$ cat src/rtl/pipeline_pkg.sv
// Shared types and constants for the MIPS pipeline control blocks.
package pipeline_pkg;

    typedef enum logic {
        RUN     = 1'b0,
        MD_BUSY = 1'b1
    } md_state_e;

    localparam logic [4:0] REG_ZERO    = 5'd0;
    localparam int         STALL_CNT_W = 32;

endpackage : pipeline_pkg

$ cat src/rtl/hazard_match.sv
// Compares one producer destination against the ID instruction's used source registers.
module hazard_match
    import pipeline_pkg::*;
(
    input  logic [4:0] dest_i,
    input  logic [4:0] rs_i,
    input  logic [4:0] rt_i,
    input  logic       uses_rs_i,
    input  logic       uses_rt_i,
    output logic       match_o
);

    // $0 is hardwired to zero, so a write to it can never create a dependency.
    assign match_o = (dest_i != REG_ZERO) &&
                     ((uses_rs_i && (rs_i == dest_i)) ||
                      (uses_rt_i && (rt_i == dest_i)));

endmodule : hazard_match

$ cat src/rtl/hazard_controller.sv
// Load-use, branch-operand and HI/LO occupancy stall control for the 5-stage MIPS pipeline,
// with a saturating stall-cycle counter.
module hazard_controller
    import pipeline_pkg::*;
#(
    parameter int MULDIV_LAT     = 4,
    parameter int STALL_CNT_BITS = STALL_CNT_W
)
(
    input  logic                   Clk,
    input  logic                   Rst,
    input  logic [4:0]             IDrs,
    input  logic [4:0]             IDrt,
    input  logic                   IDUsesRs,
    input  logic                   IDUsesRt,
    input  logic                   IDBranch,
    input  logic                   IDReadHILO,
    input  logic                   IDWriteHILO,
    input  logic                   BranchTaken,
    input  logic                   EXMemRead,
    input  logic                   EXRegWrite,
    input  logic [4:0]             EXDest,
    input  logic                   MEMMemRead,
    input  logic [4:0]             MEMDest,
    output logic                   PCWrite,
    output logic                   IFIDStall,
    output logic                   IFIDFlush,
    output logic                   IDEXFlush,
    output logic                   MDBusy,
    output logic [STALL_CNT_W-1:0] StallCycles
);

    md_state_e                 state_q, state_d;
    logic [3:0]                cnt_q, cnt_d;
    logic [STALL_CNT_BITS-1:0] stall_cnt_q, stall_cnt_d;

    logic ex_match, mem_match;
    logic load_use, br_haz, md_haz, stall;

    hazard_match u_ex_match (
        .dest_i    (EXDest),
        .rs_i      (IDrs),
        .rt_i      (IDrt),
        .uses_rs_i (IDUsesRs),
        .uses_rt_i (IDUsesRt),
        .match_o   (ex_match)
    );

    hazard_match u_mem_match (
        .dest_i    (MEMDest),
        .rs_i      (IDrs),
        .rt_i      (IDrt),
        .uses_rs_i (IDUsesRs),
        .uses_rt_i (IDUsesRt),
        .match_o   (mem_match)
    );

    assign load_use = EXMemRead && ex_match;
    assign br_haz   = IDBranch && ((EXRegWrite && ex_match) || (MEMMemRead && mem_match));
    assign md_haz   = (state_q == MD_BUSY) && (IDReadHILO || IDWriteHILO);
    assign stall    = load_use || br_haz || md_haz;

    // Reset forces the pipeline to free-run; a stalled branch never flushes so it can re-resolve.
    assign PCWrite     = Rst || !stall;
    assign IFIDStall   = !Rst && stall;
    assign IDEXFlush   = !Rst && stall;
    assign IFIDFlush   = !Rst && BranchTaken && !stall;
    assign MDBusy      = !Rst && (state_q == MD_BUSY);
    assign StallCycles = STALL_CNT_W'(stall_cnt_q);

    // NOTE: every always_comb target gets a default first, so no path can infer a latch.
    always_comb begin
        state_d     = state_q;
        cnt_d       = cnt_q;
        stall_cnt_d = stall_cnt_q;

        if (stall && (stall_cnt_q != '1)) begin
            stall_cnt_d = stall_cnt_q + 1'b1;
        end

        case (state_q)
            RUN: begin
                if (IDWriteHILO && !stall) begin
                    state_d = MD_BUSY;
                    cnt_d   = 4'(MULDIV_LAT);
                end
            end
            MD_BUSY: begin
                if (cnt_q == 4'd1) begin
                    state_d = RUN;
                    cnt_d   = 4'd0;
                end else begin
                    cnt_d = cnt_q - 4'd1;
                end
            end
            default: begin
                state_d = RUN;
                cnt_d   = 4'd0;
            end
        endcase
    end

    // NOTE: sequential state uses non-blocking assignments so all registers update together.
    always_ff @(posedge Clk) begin
        if (Rst) begin
            state_q     <= RUN;
            cnt_q       <= 4'd0;
            stall_cnt_q <= '0;
        end else begin
            state_q     <= state_d;
            cnt_q       <= cnt_d;
            stall_cnt_q <= stall_cnt_d;
        end
    end

endmodule : hazard_controller
$ cat config.mk
export PLATFORM = sky130hd
export DESIGN_NAME = hazard_controller
export DESIGN_NICKNAME = d
export VERILOG_FILES = /design/src/rtl/pipeline_pkg.sv /design/src/rtl/hazard_match.sv /design/src/rtl/hazard_controller.sv
export SDC_FILE = /design/constraint.sdc
export NUM_CORES = 1
export LEC_CHECK = 0
export CORE_ASPECT_RATIO = 1.4
export CORE_MARGIN = 1.5
export CORE_UTILIZATION = 35
export CTS_CLUSTER_SIZE = 8
export DETAILED_ROUTE_END_ITERATION = 12
export GPL_TIMING_DRIVEN = 0
export HOLD_SLACK_MARGIN = 0.06
export PLACE_DENSITY = 0.75
export SYNTH_ARGS = -nofsm -noshare
export SYNTH_HDL_FRONTEND = slang
export SYNTH_SLANG_ARGS = --single-unit
$ cat constraint.sdc
create_clock -name Clk -period 2.6 [get_ports Clk]
set_input_delay 0.52 -clock Clk [delete_from_list [all_inputs] [get_ports Clk]]
set_output_delay 0.52 -clock Clk [all_outputs]
set_load 0.005 [all_outputs]
==> out/qor.tcl <==
set qor(seq_area_frac_synth_pct) 30.7
set qor(fillerInstances) 621
set qor(sort_of_element_at_the_end_of_the_critical_path) {primary output}
set qor(grt_util_met2_pct) 35.3
set qor(worst_slew_pin_slew_ns) 0.615
set qor(detail_route.wirelength_mm) 7.02
set qor(dr_total_vias) 2508
set qor(report.final.slew_viol_count) 0
set qor(row_count) 35
set qor(ant_nets) 0
set qor(vias_per_cell) 5.54
set qor(criticalPathCategory) {input pin to primary output}
set qor(hold_ws_ns) 0.487
set qor(floorplan.initialDensity_pct) 36.5
set qor(dpl-instance-area_um2) 3200
set qor(synth.distinct_cells) 56
set qor(tritoncts) {yes}
set qor(layout.cell_area.non_filler_um2) 3380
set qor(syn-num-nets) 316
set qor(post-route-util_pct) 51.2
set qor(critPathMaxFanout) 4
set qor(report.power.total_mw) 1.27
set qor(number_of_antenna_violations_at_the_first_check_in_global_routing) 0
set qor(nets) 394
set qor(worst_ep_required_time_ns) 2.08
set qor(post-route-min-period_ns) 2.69
set qor(dpl.hpwl_mm) 5.13
set qor(period_share_pct) 104
set qor(syn_area_um2) 2410
set qor(layout_cells_sized_above_1_pct) 19.9
set qor(core_area_um2) 6610
set qor(area.sequential_um2) 741
set qor(syn-mean-instance-area_um2) 8.56
set qor(wl_per_cell_um) 15.5
set qor(grt_max_degree) 18
set qor(numClockSinks) 37
set qor(clock_insertion_delay_worst_skew_ns) 0.29
set qor(synth_async_sr_flop_share_pct) 0
set qor(dominantRegCellSynth) {dfxtp_1}
set qor(floorplan.die_area_um2) 7410
set qor(setup-violations-final) 2
set qor(status) {finished with violations}
set qor(die_h_um) 101
set qor(setup_repair_after_global_routing_missed_its_margin) {true}
set qor(worstHoldPathType) {flop to flop}
set qor(drt-initial-drc-count) 219
set qor(top_level_ports) 68
set qor(most-common-layout-cells) {clkdlybuf4s50_1 (43), dfxtp_1 (37), xnor2_1 (21), nand2_1 (21), nor2_1 (19)}
set qor(clk_pin_slew_worst_paths_ns) 0.07
set qor(grt_pass1_wl_mm) 11.5
set qor(vias_in_the_first_global_route) 2464
set qor(drt_pre_antenna_iters) 4
set qor(max_freq_ghz) 0.371
set qor(clock_tree.root_cell) {clkbuf_8}
set qor(pre_cts_slack_ns) -1.22
set qor(ys_warn_count) 0
set qor(cts-buffers-inserted) 5
set qor(finalClockSkew_ns) 0.0103
set qor(power_per_cell_area_nw_per_um2) 377
set qor(final_common_cell) {clkdlybuf4s50_1}
set qor(numPortBuffers) 67
set qor(clock_tree.buffer_depth) 2
set qor(post-route-worst-setup-slack_ns) -0.0919
set qor(synthCells) 282
set qor(failed_checks) {negative setup slack}
set qor(setup.worst_path.start_class) {input pin}
set qor(synth_enable_flop_cells) 0
set qor(static-leakage-power_nw) 1.14
set qor(drt_drc_violations_left) 0
set qor(ir_drop_uv) 192
set qor(ys_seq_elements) 37
set qor(global_route.usage.met3_pct) 2.59
set qor(max_capacitance_violation_total) 0
set qor(antenna_cells) 0
set qor(groute.layer.met1.usage_pct) 22.9
set qor(global_route.overflow_total) 0
set qor(gr-usage-all-layers_pct) 19.6
set qor(fp.dieW_um) 73.2
set qor(footprint_of_the_multi_input_gates_um2) 1600
set qor(post_cts_hold_buffer_count) 0
set qor(place.gp.congestion) 0.851
set qor(critical_path_arrival_ns) 2.17
set qor(grt-busiest-layer) {met2}
set qor(finalHoldViolations) 0
set qor(ctsHtreeMaxLevel) 2
set qor(synthToLayoutAreaGrowth_pct) 40.2
set qor(relative_slew_slack_pct) 59.0
state kept, by name (all words and copies together) (netlist names):
register and count:
StallCycles 32, cnt_q 4, state_q 1
synthesized netlist by cell type, types with 2 or more instances:
cell type   n  area, um2
nand2_1    21       78.8
nor2_1     20       75.1
o22ai_1     3       18.8
a21oi_1    19       95.1
clkbuf_1    4       15.0
a21oi_2     5       43.8
o41ai_1     2       17.5
or4b_2      2       20.0
mux2_4      6       90.1
nand3_1    11       55.1
or3_1       9       56.3
inv_1       7       26.3
ha_1        3       37.5
buf_2       7       35.0
o31a_1      3       26.3
xnor2_1    21        184
o211ai_1    2       15.0
o21a_1      3       22.5
nand4_1     7       43.8
o21ai_0     8       40.0
and2_1      3       18.8
o2111ai_1   2       17.5
buf_4       3       22.5
nor4_1      3       18.8
nor4_2      5       62.6
or4_1      12       90.1
a31o_2      2       17.5
nor3_1      3       15.0
dfxtp_1    37        741
buf_6       2       22.5
nor2b_1     5       31.3
o311a_1     2       20.0
o31ai_1    12       90.1
and3_1      6       37.5
final cells by class:
cell class,count,area share (%)
buffer,16,3.44
inverter,8,0.887
clock buffer,7,2.85
clock inverter,1,0.148
multi-input combinational,220,47.1
timing repair buffer,72,20.3
sequential,37,21.9
tap,92,3.40
critical path, cell delays in order:
cell	delay, ns
buf_8	0.09
or3_4	0.37
o311a_4	0.34
a221oi_4	0.32
buf_6	0.17
buf_6	0.10
and3_4	0.17
buf_6	0.09
layer usage:
metal / vias up / part of all wire, %
li1: 1216 / -
met1: 1204 / 40
met2: 76 / 53
met3: 12 / 5.0
met4: 0 / 1.7
met5: - / 0
through the flow:
step,TNS [ns],instances
global placement,-13.31,441
finish,-0.135,453
floorplan,0,282
CTS,-0.199,451
global route,-0.233,453
detailed placement,-13.63,441
worst paths after layout:
path	slack [ns]	from	depth (start not counted)	end
min reg2reg	0.49	StallCycles[6]$_SDFFE_PP0P_	2	StallCycles[6]$_SDFFE_PP0P_
min	0.49	StallCycles[6]$_SDFFE_PP0P_	2	StallCycles[6]$_SDFFE_PP0P_
max	-0.09	MEMDest[0]	8	IFIDFlush
max reg2reg	0.23	StallCycles[0]$_SDFFE_PP0P_	8	StallCycles[18]$_SDFFE_PP0P_
where the power goes:
part / total, mW / internal [mW] / switching [mW]
clock: 0.450 / 0.240 / 0.210
combinational: 0.236 / 0.115 / 0.121
sequential: 0.589 / 0.577 / 0.0116
total: 1.27 / 0.932 / 0.343
cells by family after synthesis:
family / after synthesis / share of synthesized area (%)
xor gates and xnor gates: 21 / 7.62
and+or+nand+nor: 119 / 29.8
muxes: 7 / 4.15
adders and majority gates: 3 / 1.56
AOI/OAI and AO/OA: 70 / 20.2
buffers and inverters: 25 / 6.01
DFF: 37 / 30.7
what timing repair did:
item / in CTS / in global routing
setup endpoints to repair: 22 / 4
gates cloned: 0 / 0
setup buffers: 3 / 2
pin swaps: 8 / 4
gates resized for setup: 61 / 7
No activity file was read; power rests on OpenSTA's default activity.
